## config.mk

```make
export PLATFORM = sky130hd
export DESIGN_NAME = fsk_rate_gen
export DESIGN_NICKNAME = d
export VERILOG_FILES = /design/src/rtl/fsk_rate_pkg.sv /design/src/rtl/rate_divider.sv /design/src/rtl/fsk_rate_gen.sv
export SDC_FILE = /design/constraint.sdc
export NUM_CORES = 1
export LEC_CHECK = 0
export ABC_AREA = 1
export CAP_MARGIN = 20
export CORE_MARGIN = 5
export CORE_UTILIZATION = 37
export DETAILED_ROUTE_END_ITERATION = 8
export HOLD_SLACK_MARGIN = 0.12
export PLACE_DENSITY = 0.58
export SLEW_MARGIN = 20
export SYNTH_ARGS = -nofsm -noshare
export SYNTH_HDL_FRONTEND = slang
export SYNTH_SLANG_ARGS = --single-unit
```

## constraint.sdc

```tcl
create_clock -name clock -period 3.29 [get_ports clock]
set_clock_uncertainty 0.15 [all_clocks]
set_input_delay 0.658 -clock clock [delete_from_list [all_inputs] [get_ports clock]]
set_output_delay 0.658 -clock clock [all_outputs]
set_load 0.1 [all_outputs]
```

## src/rtl/fsk_rate_pkg.sv

```systemverilog
// rtl/fsk_rate_pkg.sv - shared state type and default rates for the FSK rate generator
package fsk_rate_pkg;

   typedef enum logic {
      IDLE = 1'b0,
      RUN  = 1'b1
   } state_t;

   localparam int DEF_DIV0    = 15;
   localparam int DEF_DIV1    = 7;
   localparam int DEF_SYM_LEN = 64;

endpackage

```

## src/rtl/rate_divider.sv

```systemverilog
// rtl/rate_divider.sv - programmable half-period toggle divider with >= compare
module rate_divider #(
   parameter int CNT_W = 12
) (
   input  logic             clock,
   input  logic             reset,
   input  logic             run,
   input  logic             clr,
   input  logic [CNT_W-1:0] div,
   output logic             tone
);
   logic [CNT_W-1:0] cnt;
   logic             wrap;

   // >= so that a count carried past a newly shortened divisor wraps at once
   assign wrap = (cnt >= div);

   always_ff @(posedge clock or negedge reset) begin
      if (!reset) begin
         cnt  <= '0;
         tone <= 1'b0;
      end else if (!run) begin
         cnt  <= '0;
         tone <= 1'b0;
      end else begin
         if (wrap) begin
            tone <= ~tone;
         end
         if (wrap || clr) begin
            cnt <= '0;
         end else begin
            cnt <= cnt + 1'b1;
         end
      end
   end

endmodule

```

## src/rtl/fsk_rate_gen.sv

```systemverilog
// rtl/fsk_rate_gen.sv - binary FSK tone generator with bit handshake and symbol timing
module fsk_rate_gen
   import fsk_rate_pkg::*;
#(
   parameter int CNT_W      = 12,
   parameter int SYM_W      = 16,
   parameter bit CONT_PHASE = 1'b1
) (
   input  logic             clock,
   input  logic             reset,
   input  logic             enable,
   input  logic [CNT_W-1:0] div0,
   input  logic [CNT_W-1:0] div1,
   input  logic [SYM_W-1:0] sym_len,
   input  logic             bit_in,
   input  logic             bit_valid,
   output logic             bit_ready,
   output logic             tone_out,
   output logic             sym_strobe,
   output logic             busy,
   output logic             frame_done
);
   state_t           state;
   state_t           state_nxt;
   logic             hold_full;
   logic             hold_bit;
   logic [CNT_W-1:0] cur_div;
   logic [SYM_W-1:0] cur_last;
   logic [SYM_W-1:0] sym_cnt;
   logic             last_cyc;
   logic             load;
   logic             end_frame;
   logic             div_run;
   logic             div_clr;

   assign bit_ready = !hold_full;
   assign last_cyc  = (sym_cnt == cur_last);

   always_ff @(posedge clock or negedge reset) begin
      if (!reset) begin
         state <= IDLE;
      end else begin
         state <= state_nxt;
      end
   end

   always_comb begin
      state_nxt = state;
      if (!enable) begin
         state_nxt = IDLE;
      end else begin
         case (state)
            IDLE:    if (hold_full) state_nxt = RUN;
            RUN:     if (last_cyc && !hold_full) state_nxt = IDLE;
            default: state_nxt = IDLE;
         endcase
      end
   end

   always_comb begin
      busy       = (state == RUN);
      sym_strobe = busy && last_cyc;
      load       = enable && hold_full && ((state == IDLE) || last_cyc);
      end_frame  = enable && sym_strobe && !hold_full;
      // Dropping run on the final edge forces the tone low together with the return to IDLE
      div_run    = enable && busy && !end_frame;
      div_clr    = !CONT_PHASE && load;
   end

   always_ff @(posedge clock or negedge reset) begin
      if (!reset) begin
         hold_full  <= 1'b0;
         hold_bit   <= 1'b0;
         cur_div    <= '0;
         cur_last   <= '0;
         sym_cnt    <= '0;
         frame_done <= 1'b0;
      end else begin
         if (!enable || load) begin
            hold_full <= 1'b0;
         end else if (bit_valid && bit_ready) begin
            hold_full <= 1'b1;
            hold_bit  <= bit_in;
         end
         // Divisor and symbol length are captured only here, so mid-symbol edits wait for the next load
         if (load) begin
            cur_div  <= hold_bit ? div1 : div0;
            cur_last <= (sym_len == '0) ? '0 : sym_len - 1'b1;
         end
         if (!enable || !busy || last_cyc) begin
            sym_cnt <= '0;
         end else begin
            sym_cnt <= sym_cnt + 1'b1;
         end
         frame_done <= end_frame;
      end
   end

   rate_divider #(
      .CNT_W (CNT_W)
   ) u_div (
      .clock (clock),
      .reset (reset),
      .run   (div_run),
      .clr   (div_clr),
      .div   (cur_div),
      .tone  (tone_out)
   );

endmodule

```

# [Yosys cells after proc, flatten, opt, wreduce, memory -nomap -nowiden]
# Index checks and enable logic that the tools add are counted.
[op_classes] add_sub_neg=3 n_lt_le_gt_ge=1 eq_ne=2 mux=13 bitwise=3 reduce_logical=20
[ops] op="$mux 12" n=3
[ops] op="$mux 16" n=2
[ops] op="$add 16x1->16 const B" n=1
[ops] op="$eq 16x16->1" n=1
[ops] op="$logic_not 16->1" n=1
[ops] op="$sub 16x1->16 const B" n=1
[ops] op="$add 12x1->12 const B" n=1
[ops] op="$ge 12x12->1" n=1
[ops] op="$logic_and 1x1->1" n=9
[ops] op="$mux 1" n=7
[ops] op="$logic_not 1->1" n=4
[ops] op="$logic_or 1x1->1" n=4
[ops] op="$not 1->1" n=3
[ops] op="$ne 2x2->1 const B" n=1
[ops] op="$pmux 1 s2" n=1
[ops] op="$reduce_and 2->1" n=1
[ops] op="$reduce_bool 2->1" n=1
[totals] register_bits=61 input_bits=45 output_inout_bits=5 elab_cells=51

# [Depth between registers and ports, before layout]
[logic_depth] word_depth=7 mapped_depth=12 depth_no_buf=12

# [Hierarchy]
# From an unflattened synthesis, not the netlist that was laid out.
[unflattened] hier_cells=564 area_unflattened_um2=4041.4
[modules_own_cells] module="fsk_rate_gen" instances=1 cells_per_inst=437 area_per_inst_um2=3021.6 seq_area_each_um2=1201.2
[modules_own_cells] module="rate_divider" instances=1 cells_per_inst=127 area_per_inst_um2=1019.7 seq_area_each_um2=325.3

# [Worst setup path before layout]
# No wires, ideal clock.
[synth_path] path_type="register to output" from="reg state (netlist: busy)" to="out sym_strobe" t_arrival_ps=2357 t_required_ps=2482 slack_ps=125 stages_incl_launch_ff=3 n_path_buf=0 path_cell_list="dfrtp_1 inv_1 nor2_1"
[synth_between] elab_chain_cells=1
[synth_rtl] element="start: declaration" line_no="fsk_rate_gen.sv:23" rtl="state_t state;"
[synth_rtl] element="start signal: assignment" line_no="fsk_rate_gen.sv:43" rtl="state <= state_nxt;"
[synth_rtl] element="$logic_and 1x1->1" line_no="fsk_rate_gen.sv:62" rtl="sym_strobe = busy && last_cyc;"
[synth_rtl] element="end: declaration" line_no="fsk_rate_gen.sv:19" rtl="output logic sym_strobe,"
# No other way between the ends.

# [Worst setup path in the final report]
[layout_path] from="reg sym_cnt[9]" to="out sym_strobe"
[layout_between] elab_chain_cells=2
[layout_rtl] element="start: declaration" line_no="fsk_rate_gen.sv:29" rtl="logic [SYM_W-1:0] sym_cnt;"
[layout_rtl] element="start signal: assignment" line_no="fsk_rate_gen.sv:93" rtl="sym_cnt <= sym_cnt + 1'b1;"
[layout_rtl] element="$eq 16x16->1" line_no="fsk_rate_gen.sv:37" rtl="assign last_cyc = (sym_cnt == cur_last);"
[layout_rtl] element="$logic_and 1x1->1" line_no="fsk_rate_gen.sv:62"
# No other way between the ends.

==> reports/results.ini <==
[clock_network]
clkSinkCount = 61
hold_buffers = 0
cts_resized = 0
clkTransAtPathRegs_ps = 70
cts_buffers = 9
cts_tree = yes
clock_latency_ps = 350
htree_levels = 3
cts-root-buf = clkbuf_8
cts_setup_buffers = 0
clock_path_buffers = 2

[synthesis]
synth_ff_type = dfrtp_1
ys_warn_count = 0
synth_top_area_cell = dfrtp_1
syn_inst = 590
ys_ff_latch = 61
netlist_area_um2 = 4090
syn_nets = 651
synth.most_common_cell = nand2_1
netlist_top_cells_area = dfrtp_1 (37%), nand2_1 (17%), nor2_1 (8.3%)
yosys.area.top_type_share_pct = 37.4
synth_common_cells = nand2_1 (190), nor2_1 (90), inv_1 (80)
ys_seq_area_share_pct = 37.4
synthArstFlopShare_pct = 100
ys_types = 28
synth_edf_count = 0
synth.avg_cell_area_um2 = 6.92

[routing]
ant_nets = 0
drc = 0
avgViaCountPerCell = 4.75
vias = 3741
drtIter0Drc = 148
drt_wl_total_mm = 9.95
wl_per_cell_um = 12.6
drt_pass1_iterations = 4

[finish]
multi_input_area_um2 = 2140
fillers = 1174
antenna_cells = 0
drive_gt1_share_pct = 7.88
fin_nets = 703
area_delta_synth_final_pct = 18.9
seq_area_um2 = 1530

[floorplan]
ios = 50
die_h_um = 115
start_util_pct = 37.7
die_w_um = 115
die-area_um2 = 13200
num_rows = 38
coreArea_um2 = 10800

[critical_path]
critical_path_cell_count = 9
path_class = reg -> out
crit_top_cell = nor2_1
cp-end-kind = output pin
critPathTopFamily = simple AND/OR/NAND/NOR gates
r2r_slack_ps = 870
r2r_start = sym_cnt[9]$_DFF_PN0_
path_buf_inv = 2
rr_worst_depth = 11
path_cells = nand2_1, inv_1, nor2_1, nor2_1, nand2_1, nor2_1, nand2_2, nor2_1, buf_4
slowest_delay_ps = 490
crit_slowest_cell = dfrtp_1
cp.arrival_ps = 1960
cp.required_ps = 2480
critical_path.startpoint_type = flip-flop
r2r_end = cur_last[4]$_DFFE_PN0P_
cp-endpoint = sym_strobe
worstPathMaxFanout = 7
crit_start = sym_cnt[9]$_DFF_PN0_

[global_route]
antenna_found_initial = 0
grt_pass1_wl_mm = 17.8
grt_use_met1_pct = 19.8
grt_usage_pct = 16.9
grt-ovfl-total = 0
grt_pass1_vias = 3897
grtUsageMet2_pct = 29.4
grt_max_degree = 46
use_met3_pct = 3.79
grt-busiest-layer = met2

[place]
place.detailed.hpwl_mm = 7.86
finalWeightedCongestion = 0.877
pre_cts_slack_ps = 635
io_buffers = 49

[pwr]
power.leakage_nw = 2.41
power_w = 0.00216
power.density_nw_per_um2 = 445
vdd_drop_max_mv = 0.193

[outcome]
outcome = finished, final reports clean

[timing]
hold_viol = 0
rsz0062_at_grt = false
slew_violations = 0
setup_violations = 0
slew_headroom_pct = 58.8
fin_tns_setup_ps = 0
tightest_slew_ps = 613
setup_slack_ps = 517
hold-worst-slack_ps = 144
post-route-period-util_pct = 84.3
fin_crit_ps = 2770
fmax_ghz = 0.361

[job]
maxCapViolCount = 0

[hold_path]
holdCritPathClass = in -> async

## worst register-to-register path: cells and delay by family, from the launching register on
| family | cells | cell delay, ps |
|---|---|---|
| buffers and inverters | 1 | 50 |
| flip-flops | 1 | 490 |
| AND/OR/NAND/NOR | 10 | 1620 |
## per-layer routing
layer	wire length, um	vias up
met1	4460	1729
met2	4870	52
li1	-	1940
met4	279	0
met3	346	20
met5	0	-
## cells by family (layout without fill, tap and decap cells)
group	after synthesis	count (layout)	share of synthesized area [%]
XOR/XNOR	16	16	3.43
AND/OR/NAND/NOR	374	374	38.2
adder cells (fa/ha/maj)	16	16	4.90
flip-flops	61	61	37.4
multiplexers	13	13	3.58
buffers and inverters	93	150	10.3
AO/OA/AOI/OAI	17	17	2.24
## final cells by class
cell class / instances / share of cell area [%]
inverters: 81 / 6.26
clock inverters: 5 / 1.55
flip-flops and latches: 61 / 31.4
repair buffers: 53 / 10.4
well taps: 140 / 3.61
multi-input cells: 436 / 44.0
clock buffers: 11 / 2.70
## worst min-delay path by stage
stage | startpoint | endpoint
floorplan | reset | busy$_DFF_PN0_
global route | reset | cur_div[8]$_DFFE_PN0P_
finish | reset | cur_div[9]$_DFFE_PN0P_
global placement | cur_div[10]$_DFFE_PN0P_ | cur_div[10]$_DFFE_PN0P_
CTS | cur_div[10]$_DFFE_PN0P_ | cur_div[10]$_DFFE_PN0P_
detailed placement | cur_div[10]$_DFFE_PN0P_ | cur_div[10]$_DFFE_PN0P_
## cell usage in the layout, fill, tap and decap left out, drive strengths merged
| cell type | instances |
|---|---|
| a21oi | 12 |
| a31o | 1 |
| buf | 10 |
| bufinv | 2 |
| clkbuf | 11 |
| clkdlybuf4s50 | 43 |
| clkinv | 3 |
| dfrtp | 61 |
| ha | 16 |
| inv | 81 |
| mux2 | 13 |
| nand2 | 193 |
| nand2b | 1 |
| nand3 | 53 |
| nand4 | 13 |
| nor2 | 91 |
| nor3 | 14 |
| nor3b | 1 |
| o21ai | 3 |
| o21bai | 1 |
| or2 | 8 |
| xnor2 | 4 |
| xor2 | 12 |
## through the flow
| stage | utilization [%] | instances | cell area (um^2) |
|---|---|---|---|
| 2_1_floorplan | - | 590 | 4090 |
| 3_3_place_gp | 42.9 | 771 | 4650 |
| 3_5_place_dp | 42.9 | 771 | 4650 |
| 4_1_cts | 44.8 | 787 | 4850 |
| 5_1_grt | 44.8 | 787 | 4860 |
| 6_report | 44.8 | 787 | 4860 |
## report_power, final
| part | internal, W | switching (W) |
|---|---|---|
| combinational | 0.000214 | 0.000278 |
| sequential | 0.000854 | 0.0000911 |
| clock | 0.000423 | 0.000302 |
## sequential cells by signal, indices dropped and copies added (netlist names)
signal	flops
frame_done	1
cur_div	12
busy	1
hold_full	1
u_div.tone	1
cur_last	16
hold_bit	1
u_div.cnt	12
sym_cnt	16
Note: power is estimated with default switching activity, not from simulation.
